**src/rtl/fifo_pkg.sv**
```systemverilog
// Shared sizing helpers and default flag margins for the sync FIFO slice.
package fifo_pkg;

    localparam int AF_MARGIN  = 2;
    localparam int AE_DEFAULT = 2;

    function automatic int fifo_depth(input int asize);
        return 1 << asize;
    endfunction

    function automatic int cnt_width(input int asize);
        return asize + 1;
    endfunction

endpackage

```
**src/rtl/fifo_mem.sv**
```systemverilog
// Simple dual-port RAM: synchronous write port, registered read address.
module fifo_mem #(
    parameter int ASIZE = 4,
    parameter int DSIZE = 8
) (
    input  logic             i_clk,
    input  logic             i_we,
    input  logic [ASIZE-1:0] i_waddr,
    input  logic [DSIZE-1:0] i_wdata,
    input  logic             i_re,
    input  logic [ASIZE-1:0] i_raddr,
    output logic [DSIZE-1:0] o_rdata
);

    logic [DSIZE-1:0] mem_q [1<<ASIZE];
    logic [ASIZE-1:0] raddr_q;

    always_ff @(posedge i_clk) begin
        if (i_we) begin
            mem_q[i_waddr] <= i_wdata;
        end
        if (i_re) begin
            raddr_q <= i_raddr;
        end
    end

    assign o_rdata = mem_q[raddr_q];

endmodule

```
**src/rtl/sync_fifo_ctrl.sv**
```systemverilog
// Single-clock FIFO controller: pointers, occupancy count, registered flags.
// Optional sticky overflow/underflow flags are enabled by FIFO_ERR_FLAGS_EN.
module sync_fifo_ctrl
    import fifo_pkg::*;
#(
    parameter int ASIZE    = 4,
    parameter int DSIZE    = 8,
    parameter int AF_LEVEL = fifo_depth(ASIZE) - AF_MARGIN,
    parameter int AE_LEVEL = AE_DEFAULT
) (
    input  logic                        i_clk,
    input  logic                        i_rst_n,
    input  logic                        i_wr,
    input  logic [DSIZE-1:0]            i_data,
    input  logic                        i_rd,
    output logic [DSIZE-1:0]            o_data,
    output logic                        o_rd_valid,
    output logic                        o_full,
    output logic                        o_empty,
    output logic                        o_almost_full,
    output logic                        o_almost_empty,
    output logic [cnt_width(ASIZE)-1:0] o_count
`ifdef FIFO_ERR_FLAGS_EN
    ,
    input  logic                        i_err_clr,
    output logic                        o_overflow,
    output logic                        o_underflow
`endif
);

    localparam int CW = cnt_width(ASIZE);
    localparam logic [CW-1:0]    DEPTH_C = CW'(fifo_depth(ASIZE));
    localparam logic [CW-1:0]    AF_C    = CW'(AF_LEVEL);
    localparam logic [CW-1:0]    AE_C    = CW'(AE_LEVEL);
    localparam logic [CW-1:0]    CNT_ONE = CW'(1);
    localparam logic [ASIZE-1:0] PTR_ONE = ASIZE'(1);

    logic [ASIZE-1:0] wr_ptr_q, rd_ptr_q;
    logic [CW-1:0]    count_q, count_d;
    logic             empty_q, full_q, af_q, ae_q, rd_valid_q;
    logic [DSIZE-1:0] data_hold_q, mem_rdata;
    logic             wr_acc, rd_acc;

    // Acceptance uses this cycle's registered flags only, so a simultaneous
    // read never frees a slot for a write into a full FIFO and vice versa.
    assign wr_acc = i_wr & ~full_q;
    assign rd_acc = i_rd & ~empty_q;

    always_comb begin
        count_d = count_q;
        case ({wr_acc, rd_acc})
            2'b10:   count_d = count_q + CNT_ONE;
            2'b01:   count_d = count_q - CNT_ONE;
            default: count_d = count_q;
        endcase
    end

    always_ff @(posedge i_clk or negedge i_rst_n) begin
        if (!i_rst_n) begin
            wr_ptr_q    <= '0;
            rd_ptr_q    <= '0;
            count_q     <= '0;
            empty_q     <= 1'b1;
            full_q      <= 1'b0;
            af_q        <= 1'b0;
            ae_q        <= 1'b1;
            rd_valid_q  <= 1'b0;
            data_hold_q <= '0;
        end else begin
            if (wr_acc) wr_ptr_q <= wr_ptr_q + PTR_ONE;
            if (rd_acc) rd_ptr_q <= rd_ptr_q + PTR_ONE;
            count_q    <= count_d;
            empty_q    <= (count_d == '0);
            full_q     <= (count_d == DEPTH_C);
            af_q       <= (count_d >= AF_C);
            ae_q       <= (count_d <= AE_C);
            rd_valid_q <= rd_acc;
            // Latch the delivered word so o_data stays put even if its slot is rewritten.
            if (rd_valid_q) data_hold_q <= mem_rdata;
        end
    end

    fifo_mem #(
        .ASIZE (ASIZE),
        .DSIZE (DSIZE)
    ) u_mem (
        .i_clk   (i_clk),
        .i_we    (wr_acc),
        .i_waddr (wr_ptr_q),
        .i_wdata (i_data),
        .i_re    (rd_acc),
        .i_raddr (rd_ptr_q),
        .o_rdata (mem_rdata)
    );

    assign o_data         = rd_valid_q ? mem_rdata : data_hold_q;
    assign o_rd_valid     = rd_valid_q;
    assign o_full         = full_q;
    assign o_empty        = empty_q;
    assign o_almost_full  = af_q;
    assign o_almost_empty = ae_q;
    assign o_count        = count_q;

`ifdef FIFO_ERR_FLAGS_EN
    logic ovf_q, udf_q;

    // A set event in the same cycle as a clear keeps the flag set.
    always_ff @(posedge i_clk or negedge i_rst_n) begin
        if (!i_rst_n) begin
            ovf_q <= 1'b0;
            udf_q <= 1'b0;
        end else begin
            if (i_wr && full_q)      ovf_q <= 1'b1;
            else if (i_err_clr)      ovf_q <= 1'b0;
            if (i_rd && empty_q)     udf_q <= 1'b1;
            else if (i_err_clr)      udf_q <= 1'b0;
        end
    end

    assign o_overflow  = ovf_q;
    assign o_underflow = udf_q;
`endif

endmodule

```
**config.mk**
```make
export PLATFORM = sky130hd
export DESIGN_NAME = sync_fifo_ctrl
export DESIGN_NICKNAME = d
export VERILOG_FILES = /design/src/rtl/fifo_pkg.sv /design/src/rtl/fifo_mem.sv /design/src/rtl/sync_fifo_ctrl.sv
export SDC_FILE = /design/constraint.sdc
export NUM_CORES = 1
export LEC_CHECK = 0
export BUFFER_PORTS_ARGS = -buffer_cell sky130_fd_sc_hd__buf_2
export CAP_MARGIN = 20
export CORE_MARGIN = 2
export CORE_UTILIZATION = 35
export CTS_CLUSTER_SIZE = 12
export DETAILED_ROUTE_END_ITERATION = 10
export HOLD_SLACK_MARGIN = 0.03
export PLACE_DENSITY_LB_ADDON = 0.1
export SLEW_MARGIN = 10
export SYNTH_ARGS = -nofsm -noshare
export SYNTH_HDL_FRONTEND = slang
export SYNTH_SLANG_ARGS = --single-unit
```
**constraint.sdc**
```tcl
create_clock -name i_clk -period 3.87 [get_ports i_clk]
set_input_delay 0 -clock i_clk [delete_from_list [all_inputs] [get_ports i_clk]]
set_output_delay 0 -clock i_clk [all_outputs]
set_load 0.005 [all_outputs]
```
======== Word level (Yosys, flattened, before mapping) ========
Memories as Yosys holds them, arrays and structs flattened. A register that Yosys moved wholly into a read port is not among the register bits.
Cells that the tools add are included.
W data, S select, Z words.
operators by class
  add/subtract/negate cells ............... 4
  order comparisons ....................... 2
  equal/unequal tests ..................... 3
  multiplexer cells ....................... 5
  bitwise gates (word level) .............. 4
  reduce and logical (&&, ||, !) cells .... 1
operators by type and width
  kind                   count
  $pmux W5 S2            1
  $add A4 B1 Y4 const B  2
  $mux W8                1
  $add A5 B1 Y5 const B  1
  $eq A5 B5 Y1 const B   1
  $ge A5 B4 Y1 const B   1
  $le A5 B2 Y1 const B   1
  $logic_not A5 Y1       1
  $sub A5 B1 Y5 const B  1
  $mux W4                1
  $and A1 B1 Y1          2
  $eq A2 B1 Y1 const B   1
  $eq A2 B2 Y1 const B   1
  $mux W1                2
  $not A1 Y1             2
storage, ports and cells
  flip-flop bits (word level) ............. 30
  RAM bits ................................ 128
  bits of input ports ..................... 12
  output and inout port bits .............. 18
  word-level logic and storage cells ...... 30
  memories ................................ 1
memory list
  name         depth  bits a word  read ports  clocked after Yosys merged registers in  wr ports  line            source
  u_mem.mem_q  16     8            1           1                                        1         fifo_mem.sv:15  logic [DSIZE-1:0] mem_q [1<<ASIZE];

======== Longest topological paths before layout ========
Gate-level depths: netlist of run 1.
  depth after elaboration ................. 5
  mapped depth ............................ 12
  mapped depth without buffers ............ 10

======== Modules after synthesis ========
From an unflattened synthesis of run 1, not the netlist that was laid out.
unflattened totals
  cell total of the unflattened synthesis .. 325
  area total of the unflattened synthesis .. 6487.5 sq um
by module, submodules not included
  module          times used  cells an instance  area each (sq um)  seq. area each (sq um)
  fifo_mem        1           233                5232.5             4043.9
  sync_fifo_ctrl  1           92                 1255.0             653.1

======== Worst setup path after synthesis of run 1 ========
No wires, ideal clock.
  path type ............................... flip-flop to flip-flop
  from .................................... register empty_q (netlist: o_empty)
  to ...................................... register ae_q (netlist: o_almost_empty)
  setup time .............................. 116 ps
  data arrival time ....................... 2850 ps
  data required time ...................... 3754 ps
  path slack .............................. 904 ps
  cell stages (with the launch flop) ...... 13
  buffers on the path ..................... 2
  clock period less this slack ............ 2966 ps
  cells stage by stage .................... dfstp_2 -> nand2b_1 -> clkbuf_1 -> clkinv_1 -> ha_1 -> buf_4 -> xor2_1 -> ha_1 -> and2_1 -> o21ai_1 -> a31oi_2 -> xor2_2 -> a2111oi_1
on the way
  word-level cells in the longest chain between the ends .. 5
  elaborated cells on any way between the ends .. 6
  classes of those cells .................. order compare (1); eq/ne (2); mux (1); bitwise (2)
ends and longest elaborated chain
  item                                                 line                  source
  start, declared                                      sync_fifo_ctrl.sv:40  logic empty_q, full_q, af_q, ae_q, rd_valid_q;
  start signal, assigned                               sync_fifo_ctrl.sv:73  empty_q <= (count_d == '0);
  $not A1 Y1 (*)                                       sync_fifo_ctrl.sv:47  assign rd_acc = i_rd & ~empty_q;
  $and A1 B1 Y1 (*)                                    sync_fifo_ctrl.sv:47
  named net rd_acc                                     sync_fifo_ctrl.sv:42  logic wr_acc, rd_acc;
  $eq A2 B1 Y1 / $eq A2 B2 Y1 (equally long branches)  sync_fifo_ctrl.sv:51  case ({wr_acc, rd_acc})
  $pmux W5 S2 (*)                                      sync_fifo_ctrl.sv:51
  named net count_d[4]                                 sync_fifo_ctrl.sv:39  logic [CW-1:0] count_q, count_d;
  $le A5 B2 Y1 (*)                                     sync_fifo_ctrl.sv:76  ae_q <= (count_d <= AE_C);
  end signal, assigned                                 sync_fifo_ctrl.sv:76
  end, declared                                        sync_fifo_ctrl.sv:40
The timed path passes the listed nets; every way through them passes the cells marked *.
A chain may end at the register's enable or synchronous reset.

======== Worst setup path in the final report of run 1 ========
  from .................................... register empty_q (netlist: o_empty)
  to ...................................... register empty_q (netlist: o_empty)
on the way
  word-level cells in the longest chain between the ends .. 5
  elaborated cells on any way between the ends .. 6
  classes of those cells .................. eq/ne (2); mux (1); bitwise (2); reduce/logical (1)
ends and longest elaborated chain
  item                                                 line
  $not A1 Y1 (*)                                       sync_fifo_ctrl.sv:47
  $and A1 B1 Y1 (*)                                    sync_fifo_ctrl.sv:47
  named net rd_acc                                     sync_fifo_ctrl.sv:42
  $eq A2 B1 Y1 / $eq A2 B2 Y1 (equally long branches)  sync_fifo_ctrl.sv:51
  $pmux W5 S2 (*)                                      sync_fifo_ctrl.sv:51
  named net count_d[2]                                 sync_fifo_ctrl.sv:39
  $logic_not A5 Y1 (*)                                 sync_fifo_ctrl.sv:73
Marked as above.

==> metrics, run 1 <==
outcome=finished, final reports clean; crit path cell chain=nand2b_1 > clkinv_1 > buf_4 > ha_1 > xor2_1 > ha_1 > a21oi_1 > xor2_1 > nor2_2 > xor2_1 > nor4_1; critical path's most frequent cell=xor2_1; DIE AREA=19,500 um2; reg2reg setup slack=0.94 ns; Final Setup Violations=0; Max Root-Sink Buffers=2; I/O pin cnt=30; crit path time final=~2.9 ns; drt drc=0; Seq/Total Area, Yosys=approximately 73%; crit end category=flip-flop; Critical Path Source=o_empty; busiest grt layer=met2; CORE AREA=18,000 um2; Storage cell area=4700 um2; diode count=0; via count=3,093; Pleak=2.59 nW; yosys warns=0; fmax=341 MHz; most frequent cells in the layout=132 x edfxtp_1, 32 x mux4_2, 29 x buf_2; Worst R2R Path Depth=11; Final Wtd Congestion=between 0.7 and 0.8; Peak VDD IR=0.000405 V; predominant post-synthesis flop cell=edfxtp_1; H-tree levels=4; Syn Nets=roughly 360; Yosys top cell area share=61.5%; Hold/Removal Path Class=in2reg; Fin Setup TNS=0 ns; Layout Nets=approximately 400; Post-Syn Area=6440 um2; GR Util met2=21.7%; Remaining Overflow, GRT=0; # fillers=1,649; max_slew headroom=34.7%; clock buffer count from CTS=17; synthesis-stage register bit count=162; multi-input logic area=1640 um2; max_cap viols=0; Clock Skew=around 0.0053 ns; first-pass GRT wire length=20,000 um; Finished Core Util=41.8%; M3 GR Usage=about 3.8%; clk sinks=162; Post-CTS Setup Repair Bufs=0; Wirelength per Cell=20.4 um; Synth Instances=approximately 340; cell taking the most area after synthesis=edfxtp_1; startpoint types=flip-flop; EDFF count, synth=132; CTS tree=done; Area Growth Syn to Fin=16.9%; worst stage delay on the critical path=0.52 ns; Rows=49; Initial Util=a little over a third; CP top delay family=simple AND/OR/NAND/NOR gates; GRT Total Usage=14.1%; Synth cell types=45; Final period util=75.8%; max-slew violation count=0; reg2reg start=o_empty; worst flop-to-flop path endpoint=o_empty; wirelength, routed=12,900 um; DR pass1 iterations=4; initial antenna violation count=0; Die Width=140 um; top cells by area, synth=edfxtp_1 62%, mux4_2 11%, dfrtp_1 9.3%; worst skew pair latency=0.42 ns; Worst Path Max Fanout=14; WHS Path Cells=3; CTS resizes=0; CP bufs+invs=2; commonest non-fill, non-tap cell in the layout=edfxtp_1; WHS=0.0920 ns; Starting DRT DRC Count=217; CP Data Arrival Time=between 3 and 4 ns; via/cell ratio=4.89; Worst Path Required=about 4.2 ns; share of cells above drive strength 1=approximately 27%; Root Buffer=clkbuf_16; Hold Vio Cnt, Final=0; hold path start=i_wr; largest net degree at the start of global routing=33; hold endpoint=wr_ptr_q[0]; GR Util met1=19.3%; post-DP HPWL=8440 um; vias in the first global route=3,267; slowest library cell on the worst path=dfstp_2; Worst Path Class, Setup=reg2reg; Worst Max-Slew Pin Slew=0.976 ns; Final ANT Viol Nets=0; asr flop ratio synth=16.0%; pwr dens=745 nW/um2; Syn Area/Cell=approximately 19 um2; Clock transition at path regs=0.06 ns; IO Port Bufs=29; Die H=between 100 and 150 um; RSZ-0062 raised after global routing=no
worst reg2reg max path, delay by kind of cell, from the launching register on:
kind	cells	cell delay, ns
buffers and inverters	2	0.29
XOR/XNOR	3	0.60
adder cells (fa/ha/maj)	2	0.53
flip-flops	1	0.52
AND/OR/NAND/NOR	3	0.72
AO/OA/AOI/OAI	1	0.15
what timing repair did:
action / CTS / global route
hold buffers: 10 / 0
endpoints found under the hold margin: 159 / 0
endpoints found under the setup margin: 0 / 0
registers in the layout, summed over array words and instances (netlist names), 4 cells and up, named ones only:
register	count
rd_ptr_q	4
u_mem.mem_q	128
data_hold_q	8
u_mem.raddr_q	4
o_count	5
wr_ptr_q	4
per-layer routing:
layer | part of all wire [%] | up-vias
met2 | 49 | 64
met3 | 3.6 | 11
met4 | 1.2 | 0
li1 | - | 1441
met5 | 0 | -
met1 | 47 | 1577
report_power, final:
group	internal, W	switching [W]	leakage [nW]	total [W]
Sequential	0.00221	0.000211	1.54	0.00242
Clock	0.00100	0.000652	0.271	0.00166
Combinational	0.000712	0.000822	0.785	0.00153
synthesized netlist by cell type (4+ instances only):
cell type  count
buf_1          5
buf_4          4
clkbuf_1       6
dfrtp_1       24
dfxtp_1        4
edfxtp_1     132
ha_1           8
mux2i_1       16
mux4_2        32
nand2_1       24
nand2b_1      13
nor2_1        13
nor3_1         5
o221ai_1       8
xnor2_1        7
layout make-up:
cell class / instances / area share, %
Timing Repair Buffer: 48 / 4.15
Clock inverter: 11 / 1.84
Inverter: 4 / 0.199
Clock buffer: 20 / 5.80
Sequential cell: 162 / 62.4
Tap cell: 229 / 3.80
Multi-Input combinational cell: 158 / 21.8
cell families after synthesis:
family / Yosys count / synth area share (%)
xor+xnor: 12 / 1.86
simple gates: 71 / 5.77
buf+inv: 21 / 1.59
flops: 162 / 72.9
fa+ha+maj: 8 / 1.55
mux: 49 / 13.8
compound gates: 18 / 2.49
metrics by stage:
| step | instance area (um2) | total power [W] | instances | setup WS (ns) |
|---|---|---|---|---|
| 2_1_floorplan | 6440 | 0.00351 | 341 | 0.904 |
| 3_3_place_gp | 6860 | 0.00402 | 591 | 0.980 |
| 3_5_place_dp | 6860 | 0.00403 | 591 | 0.945 |
| 4_1_cts | 7530 | 0.00570 | 632 | 0.908 |
| 5_1_grt | 7530 | 0.00592 | 632 | 0.665 |
| 6_report | 7530 | 0.00561 | 632 | 0.937 |
worst max path at each step:
stage,end,depth (start not counted),slack [ns]
after floorplan,o_almost_empty,12,0.90
after global placement,o_empty,11,0.98
after detailed placement,o_almost_empty,10,0.95
after CTS,o_empty,10,0.91
after global routing,o_empty,10,0.67
final,o_empty,11,0.94
No activity file was read; power rests on OpenSTA's default activity.
==> run 2, diff against run 1 <==
==> constraint.sdc (replaced) <==
create_clock -name i_clk -period 2.5 [get_ports i_clk]
set_input_delay 0 -clock i_clk [delete_from_list [all_inputs] [get_ports i_clk]]
set_output_delay 0 -clock i_clk [all_outputs]
set_load 0.005 [all_outputs]
==> run 2 against run 1 <==
Core utilization increased by 0.95 points; combinational power up 65%; fmax up 25%; first-iteration DRC count decreased by 14%; non-clock buffer count grew 14; sequential power increased by 53%; routed wire length down 1.1%; clock-buffer cell count grew 9; via count increased by 4.0%; sequential share of layout area down 1.4 points; critical endpoint is now o_almost_empty.
==> metrics, run 2 (synthesis results as in run 1) <==
Worst Path Max Fanout=5; clock buffer count from CTS=17; Rows=a little under 50; drt drc=0; Fin Setup TNS=0 ns; worst skew pair latency=0.42 ns; Area Growth Syn to Fin=19.6%; initial antenna violation count=0; post-DP HPWL=8000 um; Die Width=140 um; vias in the first global route=3,378; Post-CTS Setup Repair Bufs=0; Storage cell area=4700 um2; max_cap viols=0; slowest library cell on the worst path=dfstp_2; Die H=~140 um; CP top delay family=compound AO/OA/AOI/OAI gates; largest net degree at the start of global routing=33; Hold Vio Cnt, Final=0; CORE AREA=18,000 um2; pwr dens=1140 nW/um2; max reg flops=128; Worst Path Required=2.82 ns; Biggest register=u_mem.mem_q; Tot Pwr=0.00878 W; WHS=about 0.042 ns; clk sinks=162; crit path cell chain=nand2b_4 > clkinv_8 > ha_1 > xor2_1 > ha_2 > and2_1 > o21ai_1 > a31oi_2 > xor2_2 > a2111oi_2; Remaining Overflow, GRT=0; wirelength, routed=12,800 um; via count=around 3.2k; crit path time final=2.35 ns; Initial Util=35.7%; share of cells above drive strength 1=30.6%; DIE AREA=19,500 um2; Worst Path Class, Setup=reg2reg; Final Wtd Congestion=0.718; Final Setup Violations=0; CP Data Arrival Time=about 2.7 ns; Pleak=2.71 nW; CTS tree=done; max-slew violation count=0; Clock Skew=roughly 0.0067 ns; final worst slack=0.150 ns; most frequent cells in the layout=132 x edfxtp_1, 32 x mux4_2, 29 x buf_2; worst stage delay on the critical path=0.53 ns; Starting DRT DRC Count=about 190; max_slew headroom=between 50% and 60%; startpoint types=flip-flop; IO Port Bufs=29; pre-CTS setup slack=~0.036 ns; reg2reg setup slack=0.15 ns; Hold/Removal Path Class=in2reg; multi-input logic area=1660 um2; Peak VDD IR=between 0.0004 and 0.0005 V; GRT Total Usage=between 10% and 20%; Critical Path Source=o_empty; reg2reg start=o_empty; fmax=425 MHz; Max Root-Sink Buffers=2; hold path start=i_rd; Layout Nets=425; Root Buffer=clkbuf_16; RSZ-0062 raised after global routing=no; DR pass1 iterations=5; diode count=0; Final period util=94.0%; Wirelength per Cell=19.7 um; Final ANT Viol Nets=0; Clock transition at path regs=0.06 ns; via/cell ratio=4.97; Worst Max-Slew Pin Slew=0.658 ns; crit end category=flip-flop; commonest non-fill, non-tap cell in the layout=edfxtp_1; outcome=finished, final reports clean; I/O pin cnt=30; H-tree levels=4; Finished Core Util=about 43%; CP bufs+invs=1; first-pass GRT wire length=19,800 um; # fillers=1,643
## run 2: cell count changes in the layout (fill, tap and decap cells not counted), moves of 2 or more
cell | previous run | this run
buf_4 | 9 | 22
clkbuf_8 | 0 | 6
clkinv_1 | 3 | 0
clkinvlp_4 | 3 | 0
buf_12 | 0 | 2
bufinv_16 | 3 | 1
clkbuf_1 | 3 | 5
## run 2: worst paths after layout
kind | endpoint | depth (start not counted)
worst max register to register | o_almost_empty | 10
worst max-delay path | o_almost_empty | 10
max in group asynchronous | data_hold_q[5] | 2
min in group asynchronous | rd_ptr_q[1] | 2
worst min register to register | flip-flop | 2
worst min-delay path | o_rd_valid | 4
## run 2: what timing repair did
action,in CTS,in global routing
endpoints found under the hold margin,154,0
resized for setup,0,2
endpoints found under the setup margin,0,4
hold buffers,9,0
## run 2: stage by stage
stage                     area (um2)  instances
after global placement          7010        606
after floorplan                 6470        341
final                           7700        647
after global routing            7700        647
after CTS                       7700        647
after detailed placement        7010        606
## run 2: per-layer routing
metal  GRT usage, %  wire length [um]
met2           22.8              6440
met3           4.20               387
met4           5.63               229
met5              0                 0
met1           17.6              5720
## run 2: where the power goes
part	total, W	internal (W)	switching (W)
sequential	0.00371	0.00342	0.000288
clock	0.00255	0.00159	0.000957
combinational	0.00253	0.00119	0.00134
## run 2: cell type report
cell class	count	share of cell area [%]
clock inverters	3	0.520
repair buffers	62	5.72
inverters	4	0.357
well taps	229	3.72
multi-input cells	158	21.5
clock buffers	29	7.16
flip-flops and latches	162	61.0
## run 2: worst register-to-register path: cells and delay by family (launching register included)
kind                       cells  cell delay, ns
adders and majority gates      2            0.39
AOI/OAI and AO/OA              3            0.62
and+or+nand+nor                2            0.30
xor gates and xnor gates       2            0.36
buffers and inverters          1            0.05
DFF                            1            0.53
==> run 3, diff against run 2 <==
--- a/config.mk
+++ b/config.mk
@@ -5,7 +5,8 @@
 export SDC_FILE = /design/constraint.sdc
 export NUM_CORES = 1
 export LEC_CHECK = 0
-export BUFFER_PORTS_ARGS = -buffer_cell sky130_fd_sc_hd__buf_2
+export ABC_CLOCK_PERIOD_IN_PS = 2500
+export BUFFER_PORTS_ARGS = -buffer_cell sky130_fd_sc_hd__buf_4
 export CAP_MARGIN = 20
 export CORE_MARGIN = 2
 export CORE_UTILIZATION = 35
==> run 3 against run 2 <==
Register-to-register slack worse by 0.02 ns; routed wire length is 4.0% higher; power is 0.50% higher; global-route usage is 0.51 points higher; non-clock buffer count is 1 higher; clock-buffer cell count is 9 lower; die area stayed put; via count is 0.62% lower; worst setup slack worse by 0.022 ns; highest routed layer unchanged.
==> metrics, run 3 (synthesis results as in run 1) <==
Post-CTS Setup Repair Bufs=0; Root Buffer=clkbuf_16; Final period util=94.9%; Hold/Removal Path Class=in2reg; vias in the first global route=3,417; share of cells above drive strength 1=between 30% and 40%; Hold Vio Cnt, Final=0; largest net degree at the start of global routing=33; Fin Setup TNS=0 ns; clock buffer count from CTS=17; IO Port Bufs=29; Worst R2R Path Depth=10; CORE AREA=18,000 um2; Levels on crit path=10; H-tree levels=4; Worst Path Class, Setup=reg2reg; post-DP HPWL=8350 um; Die Width=140 um; DR pass1 iterations=4; commonest non-fill, non-tap cell in the layout=edfxtp_1; WHS Path Cells=4; drt drc=0; crit path cell chain=nand2b_4 > clkinv_8 > ha_1 > xor2_1 > ha_2 > and2_1 > o21ai_1 > a31oi_2 > xor2_2 > a2111oi_2; I/O pin cnt=30; CP bufs+invs=1; initial antenna violation count=0; Biggest register=u_mem.mem_q; max_slew headroom=~70%; Max Root-Sink Buffers=2; crit end category=flip-flop; crit path time final=2.37 ns; Peak VDD IR=0.000478 V; most frequent cells in the layout=132 x edfxtp_1, 51 x buf_4, 32 x mux4_2; max reg flops=128; pre-CTS setup slack=0.0453 ns; Final Wtd Congestion=0.724; outcome=finished, final reports clean; slowest library cell on the worst path=dfstp_2; Remaining Overflow, GRT=0; fmax=~420 MHz; CP top delay family=compound AO/OA/AOI/OAI gates; via count=3,198; Area Growth Syn to Fin=20.3%; Worst Path Required=2.80 ns; DIE AREA=19,500 um2; Top Layer Used=met4; Wirelength per Cell=20.5 um; startpoint types=flip-flop; Starting DRT DRC Count=204; Worst Max-Slew Pin Slew=approximately 0.45 ns; Layout Nets=426; wirelength, routed=13,300 um; Final ANT Viol Nets=0; RSZ-0062 raised after global routing=no; worst stage delay on the critical path=about 0.52 ns; worst skew pair latency=around 0.42 ns; Finished Core Util=43.0%; Pleak=2.71 nW; final worst slack=0.127 ns; Initial Util=35.7%; placed cell count=607; max_cap viols=0; Die H=between 100 and 150 um; GRT Total Usage=14.5%; max-slew violation count=0; CP Data Arrival Time=roughly 2.7 ns; diode count=0; metal2 WL=6450 um; met1 WL=6210 um; Worst Path Max Fanout=5; Final Setup Violations=0; routed length on met3=between 400 and 500 um; clk sinks=162; via/cell ratio=4.94; CTS tree=done; Rows=49; first-pass GRT wire length=between 20,000 and 25,000 um; Clock transition at path regs=0.06 ns; Clock Skew=roughly 0.014 ns; pwr dens=1140 nW/um2; fin cells=648
run 3: cell types whose count changed in the layout (fill, tap and decap cells not counted), sizes merged:
cell,delta
clkinvlp,+2
clkbuf,-9
bufinv,+1
clkinv,+6
buf,+1
run 3: timing repair:
action	4_1_cts	5_1_grt
hold endpoints to repair	154	0
endpoints found under the setup margin	3	5
resized for setup	3	2
pin swaps	0	4
hold buffers	9	0
run 3: cell type report:
cell class                      count  area, um2
Fill cell                        1629      10300
Sequential cell                   162       4700
Multi-Input combinational cell    158       1660
Timing Repair Buffer               63        524
Clock buffer                       20        437
Tap cell                          229        287
Clock inverter                     12        116
Inverter                            4       27.5
run 3: worst reg2reg max path, cell delays in order (launching register included):
cell and delay, ns:
dfstp_2 0.52, nand2b_4 0.15, clkinv_8 0.05, ha_1 0.19
xor2_1 0.17, ha_2 0.20, and2_1 0.15, o21ai_1 0.14
a31oi_2 0.13, xor2_2 0.19, a2111oi_2 0.37
run 3: power by group:
part	internal, W	leakage (nW)	total, W	switching (W)
Clock	0.00145	0.268	0.00244	0.000985
Combinational	0.00130	0.900	0.00265	0.00135
Sequential	0.00342	1.54	0.00374	0.000315
Total	0.00618	2.71	0.00883	0.00265
run 3: worst paths after layout:
check | start | to | slack [ns]
worst min-delay path | i_rd | o_rd_valid | 0.03
worst max-delay path | o_empty | o_almost_empty | 0.13
min in group asynchronous | i_rst_n | o_rd_valid | 0.06
worst max register to register | o_empty | o_almost_empty | 0.13
max in group asynchronous | i_rst_n | o_almost_empty | 2.11
worst min register to register | u_mem.raddr_q[3] | flip-flop | 0.44
run 3: routing by layer:
layer  vias to the layer above  GRT usage [%]
li1                       1467              -
met1                      1668           19.9
met2                        53           23.1
met3                        10           3.65
met4                         0           4.47
met5                         -              0
run 3: metrics by stage:
| stage | total power, W | area (um2) | hold slack (ns) |
|---|---|---|---|
| after floorplan | 0.00547 | 6470 | -0.296 |
| final | 0.00883 | 7750 | 0.0327 |
| after global routing | 0.00932 | 7750 | 0.0375 |
| after detailed placement | 0.00648 | 7090 | -0.0350 |
| after global placement | 0.00646 | 7090 | -0.0470 |
| after CTS | 0.00898 | 7750 | 0.0497 |
